### config.mk
export PLATFORM = sky130hd
export DESIGN_NAME = exe_muldiv_unit_flat
export DESIGN_NICKNAME = d
export VERILOG_FILES = /design/src/rtl/exe_muldiv_unit_if.sv /design/src/rtl/exe_muldiv_unit.sv /design/src/flat_wrapper.sv
export SDC_FILE = /design/constraint.sdc
export NUM_CORES = 2
export LEC_CHECK = 0
export CORE_MARGIN = 2
export CORE_UTILIZATION = 45
export DETAILED_ROUTE_END_ITERATION = 12
export SLEW_MARGIN = 15
export SYNTH_ARGS = -nofsm -noshare
export SYNTH_HDL_FRONTEND = slang
export SYNTH_SLANG_ARGS = --single-unit
### constraint.sdc
create_clock -name clk -period 18.7 [get_ports clk]
set_clock_uncertainty 0.05 [all_clocks]
set_input_delay 2.805 -clock clk [delete_from_list [all_inputs] [get_ports clk]]
set_output_delay 2.805 -clock clk [all_outputs]
set_load 0.005 [all_outputs]
### src/rtl/exe_muldiv_unit_if.sv
// EXE-stage handshake between the pipeline and the RV32M multiply/divide unit.
interface exe_muldiv_unit_if;
  logic [31:0] inst_E;
  logic [31:0] rs1_data;
  logic [31:0] rs2_data;
  logic        flush;
  logic        hold;
  logic        md_stall;
  logic        md_valid;
  logic [31:0] md_result;

  modport master (
    output inst_E, rs1_data, rs2_data, flush, hold,
    input  md_stall, md_valid, md_result
  );

  modport slave (
    input  inst_E, rs1_data, rs2_data, flush, hold,
    output md_stall, md_valid, md_result
  );
endinterface

### src/rtl/exe_muldiv_unit.sv
// Iterative RV32M unit: single-cycle-register multiply, restoring radix-2^k divide.
// Stalls the front of the pipe while busy and presents the result for one advancing cycle.
module exe_muldiv_unit #(
  parameter int XLEN               = 32,
  parameter int DIV_BITS_PER_CYCLE = 1
) (
  input logic              clk,
  input logic              rst,
  exe_muldiv_unit_if.slave md
);
  localparam int N = XLEN / DIV_BITS_PER_CYCLE;

  localparam logic [1:0] S_IDLE = 2'd0;
  localparam logic [1:0] S_MUL  = 2'd1;
  localparam logic [1:0] S_DIV  = 2'd2;
  localparam logic [1:0] S_DONE = 2'd3;

  logic [1:0]      state_q;
  logic [2:0]      op_q;
  logic [XLEN-1:0] opa_q, opb_q, rem_q, res_q;
  logic [5:0]      cnt_q;
  logic            neg_q_q, neg_r_q;

  // decode of the instruction sitting in EXE
  logic            is_md;
  logic [2:0]      f3;
  logic [XLEN-1:0] a, b, a_abs, b_abs;
  logic            div_sgn, div_ovf, div_zero;

  assign is_md    = (md.inst_E[6:0] == 7'b0110011) && (md.inst_E[31:25] == 7'b0000001);
  assign f3       = md.inst_E[14:12];
  assign a        = md.rs1_data;
  assign b        = md.rs2_data;
  assign div_sgn  = !f3[0];
  assign div_zero = (b == '0);
  assign div_ovf  = div_sgn && (a == {1'b1, {(XLEN-1){1'b0}}}) && (b == {XLEN{1'b1}});
  assign a_abs    = (div_sgn && a[XLEN-1]) ? -a : a;
  assign b_abs    = (div_sgn && b[XLEN-1]) ? -b : b;

  // multiply: signedness is applied by extending to the full product width
  logic              sa, sb;
  logic [2*XLEN-1:0] xa, xb, prod;

  assign sa   = (op_q == 3'b001) || (op_q == 3'b010);
  assign sb   = (op_q == 3'b001);
  assign xa   = {{XLEN{sa & opa_q[XLEN-1]}}, opa_q};
  assign xb   = {{XLEN{sb & opb_q[XLEN-1]}}, opb_q};
  assign prod = xa * xb;

  // divide: opa_q shifts the dividend out and the quotient in; opb_q is |divisor|
  logic [XLEN:0]   t;
  logic [XLEN-1:0] q_nx, r_nx, q_fix, r_fix;

  always_comb begin
    q_nx = opa_q;
    r_nx = rem_q;
    t    = '0;
    for (int i = 0; i < DIV_BITS_PER_CYCLE; i++) begin
      t    = {r_nx, q_nx[XLEN-1]};
      q_nx = {q_nx[XLEN-2:0], 1'b0};
      if (t >= {1'b0, opb_q}) begin
        t       = t - {1'b0, opb_q};
        q_nx[0] = 1'b1;
      end
      r_nx = t[XLEN-1:0];
    end
  end

  assign q_fix = neg_q_q ? -q_nx : q_nx;
  assign r_fix = neg_r_q ? -r_nx : r_nx;

  always_ff @(posedge clk or posedge rst) begin
    if (rst) begin
      state_q <= S_IDLE;
      op_q    <= '0;
      opa_q   <= '0;
      opb_q   <= '0;
      rem_q   <= '0;
      res_q   <= '0;
      cnt_q   <= '0;
      neg_q_q <= 1'b0;
      neg_r_q <= 1'b0;
    end else if (md.flush) begin
      state_q <= S_IDLE;
    end else begin
      case (state_q)
        S_IDLE: if (is_md) begin
          op_q <= f3;
          if (!f3[2]) begin
            opa_q   <= a;
            opb_q   <= b;
            state_q <= S_MUL;
          end else if (div_zero) begin
            res_q   <= f3[1] ? a : {XLEN{1'b1}};
            state_q <= S_DONE;
          end else if (div_ovf) begin
            res_q   <= f3[1] ? '0 : {1'b1, {(XLEN-1){1'b0}}};
            state_q <= S_DONE;
          end else begin
            opa_q   <= a_abs;
            opb_q   <= b_abs;
            rem_q   <= '0;
            cnt_q   <= '0;
            neg_q_q <= div_sgn && (a[XLEN-1] ^ b[XLEN-1]);
            neg_r_q <= div_sgn && a[XLEN-1];
            state_q <= S_DIV;
          end
        end
        S_MUL: begin
          res_q   <= (op_q == 3'b000) ? prod[XLEN-1:0] : prod[2*XLEN-1:XLEN];
          state_q <= S_DONE;
        end
        S_DIV: begin
          opa_q <= q_nx;
          rem_q <= r_nx;
          cnt_q <= cnt_q + 6'd1;
          if (cnt_q == 6'(N-1)) begin
            res_q   <= op_q[1] ? r_fix : q_fix;
            state_q <= S_DONE;
          end
        end
        default: if (!md.hold) state_q <= S_IDLE;
      endcase
    end
  end

  assign md.md_stall  = is_md && (state_q != S_DONE) && !md.flush;
  assign md.md_valid  = (state_q == S_DONE) && !md.flush;
  assign md.md_result = res_q;
endmodule

### src/flat_wrapper.sv
// flat-port wrapper written by rule: the top's interface ports become plain ports
module exe_muldiv_unit_flat 
#(
  parameter int XLEN               = 32,
  parameter int DIV_BITS_PER_CYCLE = 1
)
  (clk, rst, md_inst_E, md_rs1_data, md_rs2_data, md_flush, md_hold, md_md_stall, md_md_valid, md_md_result);
  exe_muldiv_unit_if md_i ();
  input logic clk;
  input logic rst;
  input wire logic [$bits(md_i.inst_E)-1:0] md_inst_E;
  input wire logic [$bits(md_i.rs1_data)-1:0] md_rs1_data;
  input wire logic [$bits(md_i.rs2_data)-1:0] md_rs2_data;
  input wire logic [$bits(md_i.flush)-1:0] md_flush;
  input wire logic [$bits(md_i.hold)-1:0] md_hold;
  output wire logic [$bits(md_i.md_stall)-1:0] md_md_stall;
  output wire logic [$bits(md_i.md_valid)-1:0] md_md_valid;
  output wire logic [$bits(md_i.md_result)-1:0] md_md_result;
  assign md_i.inst_E = md_inst_E;
  assign md_i.rs1_data = md_rs1_data;
  assign md_i.rs2_data = md_rs2_data;
  assign md_i.flush = md_flush;
  assign md_i.hold = md_hold;
  assign md_md_stall = md_i.md_stall;
  assign md_md_valid = md_i.md_valid;
  assign md_md_result = md_i.md_result;
  exe_muldiv_unit #(.XLEN(XLEN), .DIV_BITS_PER_CYCLE(DIV_BITS_PER_CYCLE)) u_core (.clk(clk), .rst(rst), .md(md_i));
endmodule
==> results.tsv <==
metric	value	unit
outcome	completed	
dp_cells	7234	
critical_path.max_fanout	33	
ys_types	93	
die_w	338	um
vdd_drop_max	0.0624	mV
layout_setup_ws	8.33	ns
first_pass_iters	6	
reg2reg_from	u_core.opb_q[1]$_DFFE_PP0P_	
synth_area	50300	um2
yosysTopAreaCellShare	44.8	%
track_usage	29.3	%
postCtsSetupBuffers	0	
io_pins	134	
power_frac_seq	35.5	%
ctsResizeCount	0	
clockBufferDepth	2	
cp-startpoint	u_core.opb_q[1]$_DFFE_PP0P_	
insertion_delay	0.48	ns
synth_warnings	0	
grt_start_max_net_pins	97	
p_sw	337	uW
synth_nets	7358	
p_per_area	16.8	nW/um2
placed_area	52800	um2
ant_nets	0	
yosys.area.top_type	fa_1	
p_int	558	uW
power_frac_clock	40.2	%
period_minus_slack	10.37	ns
rrSetupSlack	8.33	ns
grt_antenna_before_repair	10	
placement_rows	122	
numPortBuffers	118	
synth_ff_type	dfrtp_1	
initial_core_util	45.4	%
crit_slowest_cell	a2111oi_0	
crit_arrival	10.62	ns
clkSinkCount	141	
final_nets	7246	
p_leak	0.0249	uW
core_area	111000	um2
setup_tns	0	ns
worst_ep_required_time	18.95	ns
synth_edf_count	0	
finalPower	895	uW
post-synth-top-count-cell	inv_1	
hold_path_class	flip-flop to flip-flop	
drc	0	
avgViaCountPerCell	5.61	
syn_inst	5877	
sw_frac_of_total	37.7	%
syn_avg_cell_area	8.56	um2
netlist_top_cells_count	1242 x inv_1, 1126 x fa_1, 990 x nand2_1	
setup_viol	0	
end_kind	flip-flop	
cp_slowest_stage_delay	0.93	ns
wl	162	mm
drtIter0Drc	3120	
comb_power_share	24.2	%
clk_pin_slew	0.07	ns
postCtsHoldBufs	0	
post-route-period-util	55.5	%
clock-root-buffer	clkbuf_16	
relSlewSlack	17.0	%
fin_area	53400	um2
critPathLaunchType	flip-flop	
layout-drive-gt1-share	3.24	%
die_area	114000	um2
post-dp-hpwl	126	mm
die_h	338	um
tightest_slew	1.24	ns
vias	40734	
grt_pass1_vias	42646	
syn_to_final_growth	6.13	%
gr-total-overflow	0	
grt_pass1_wl	257	mm
ys_top_cells_by_area	fa_1 45%, inv_1 9.3%, nand2_1 7.4%	
pre_cts_slack	8.34	ns
rr_endpoint	u_core.md.md_result[25]$_DFFE_PP0P_	
async_flop_share	100	%
rsz0062_at_grt	false	
cts_made_buffers	17	
cts_htree_levels	4	
ys_seq_area_share	7.01	%
post_drt_wl_per_cell	22.4	um
finalMaxSlewViolations	0	
clock.fmax	96.4	MHz
routabilityCongestion	1.00	
hold_viol_final	0	
cap_viol_max_count	0	
tritoncts	yes	
crit_type	flip-flop to flip-flop	
fin_cells	7266	
r2r_cells	29	
ys_seq_elements	141	
endpoint	u_core.md.md_result[25]$_DFFE_PP0P_	
power groups by stage:
stage / Combinational, uW / Sequential [uW] / Clock (uW)
finish: 217 / 318 / 360
global placement: 209 / 323 / 0
global route: 229 / 318 / 375
CTS: 212 / 317 / 362
floorplan: 113 / 317 / 0
detailed placement: 211 / 323 / 0
per-layer routing:
layer / global-route usage (%) / wire length, um / part of all wire, %
met1: 40.1 / 67700 / 42
met2: 47.2 / 75700 / 47
met3: 5.15 / 12900 / 7.9
met4: 9.74 / 6160 / 3.8
met5: 0 / 27 / 0.017
layout make-up:
type	instances	area [um2]
clock inverters	12	128
well taps	1488	1860
repair buffers	218	1930
flip-flops and latches	141	3530
diodes	2	5.00
fillers	10909	57400
clock buffers	18	439
inverters	1243	4670
multi-input cells	4144	40800
placed cells by master (no fill, tap or decap), drive strengths merged, types with 26 or more instances in the layout:
| cell | netlist | layout |
|---|---|---|
| nor3 | 47 | 47 |
| or3 | 34 | 34 |
| nand4 | 28 | 28 |
| nor4 | 33 | 33 |
| nand3 | 51 | 51 |
| o211ai | 27 | 27 |
| buf | 51 | 100 |
| a21o | 57 | 57 |
| o31ai | 36 | 36 |
| xor2 | 90 | 90 |
| fa | 1126 | 1126 |
| and2 | 281 | 281 |
| clkdlybuf4s50 | 0 | 118 |
| a211oi | 26 | 26 |
| mux2i | 28 | 28 |
| xnor2 | 102 | 102 |
| nand2 | 990 | 990 |
| a21oi | 171 | 171 |
| ha | 255 | 255 |
| inv | 1242 | 1251 |
| dfrtp | 141 | 141 |
| o21ai | 233 | 233 |
| nor2 | 204 | 204 |
| nand2b | 29 | 29 |
flip-flops by register name, summed over array words and instances (netlist names):
name,flops
u_core.state_q,2
u_core.md.md_result,32
u_core.rem_q,32
u_core.cnt_q,6
u_core.opb_q,32
u_core.op_q,3
u_core.opa_q,32
u_core.neg_q_q,1
u_core.neg_r_q,1
worst max-delay path: cells and delay by family, from the launching register on:
kind | cells | cell delay, ns
AND/OR/NAND/NOR | 4 | 0.98
adder cells (fa/ha/maj) | 9 | 4.61
flip-flops | 1 | 0.32
buffers and inverters | 8 | 1.95
AO/OA/AOI/OAI | 8 | 2.26
through the flow:
step / utilization (%) / hold WS, ns
after global placement: 47.7 / 0.404
after floorplan: - / 0.413
after CTS: 48.2 / 0.432
after global routing: 48.2 / 0.443
after detailed placement: 47.7 / 0.417
final: 48.2 / 0.431
logic make-up (layout without fill, tap and decap cells):
kind of cell	count (synthesis)	after routing	share of synthesized area (%)
AO/OA/AOI/OAI	740	740	9.40
XOR/XNOR	192	192	3.34
adder cells (fa/ha/maj)	1381	1381	51.2
buffers and inverters	1592	1491	11.9
flip-flops	141	141	7.01
multiplexers	38	38	0.788
other	0	2	0
AND/OR/NAND/NOR	1793	1793	16.4
how the worst min path moves through the flow:
stage	from	endpoint	depth (start not counted)
finish	u_core.md.md_result[0]$_DFFE_PP0P_	u_core.md.md_result[0]$_DFFE_PP0P_	1
global route	u_core.md.md_result[0]$_DFFE_PP0P_	u_core.md.md_result[0]$_DFFE_PP0P_	1
CTS	u_core.md.md_result[21]$_DFFE_PP0P_	u_core.md.md_result[21]$_DFFE_PP0P_	2
detailed placement	u_core.md.md_result[21]$_DFFE_PP0P_	u_core.md.md_result[21]$_DFFE_PP0P_	2
global placement	u_core.md.md_result[21]$_DFFE_PP0P_	u_core.md.md_result[21]$_DFFE_PP0P_	2
floorplan	u_core.md.md_result[18]$_DFFE_PP0P_	u_core.md.md_result[18]$_DFFE_PP0P_	2
Power figures use the tool's default switching activity.
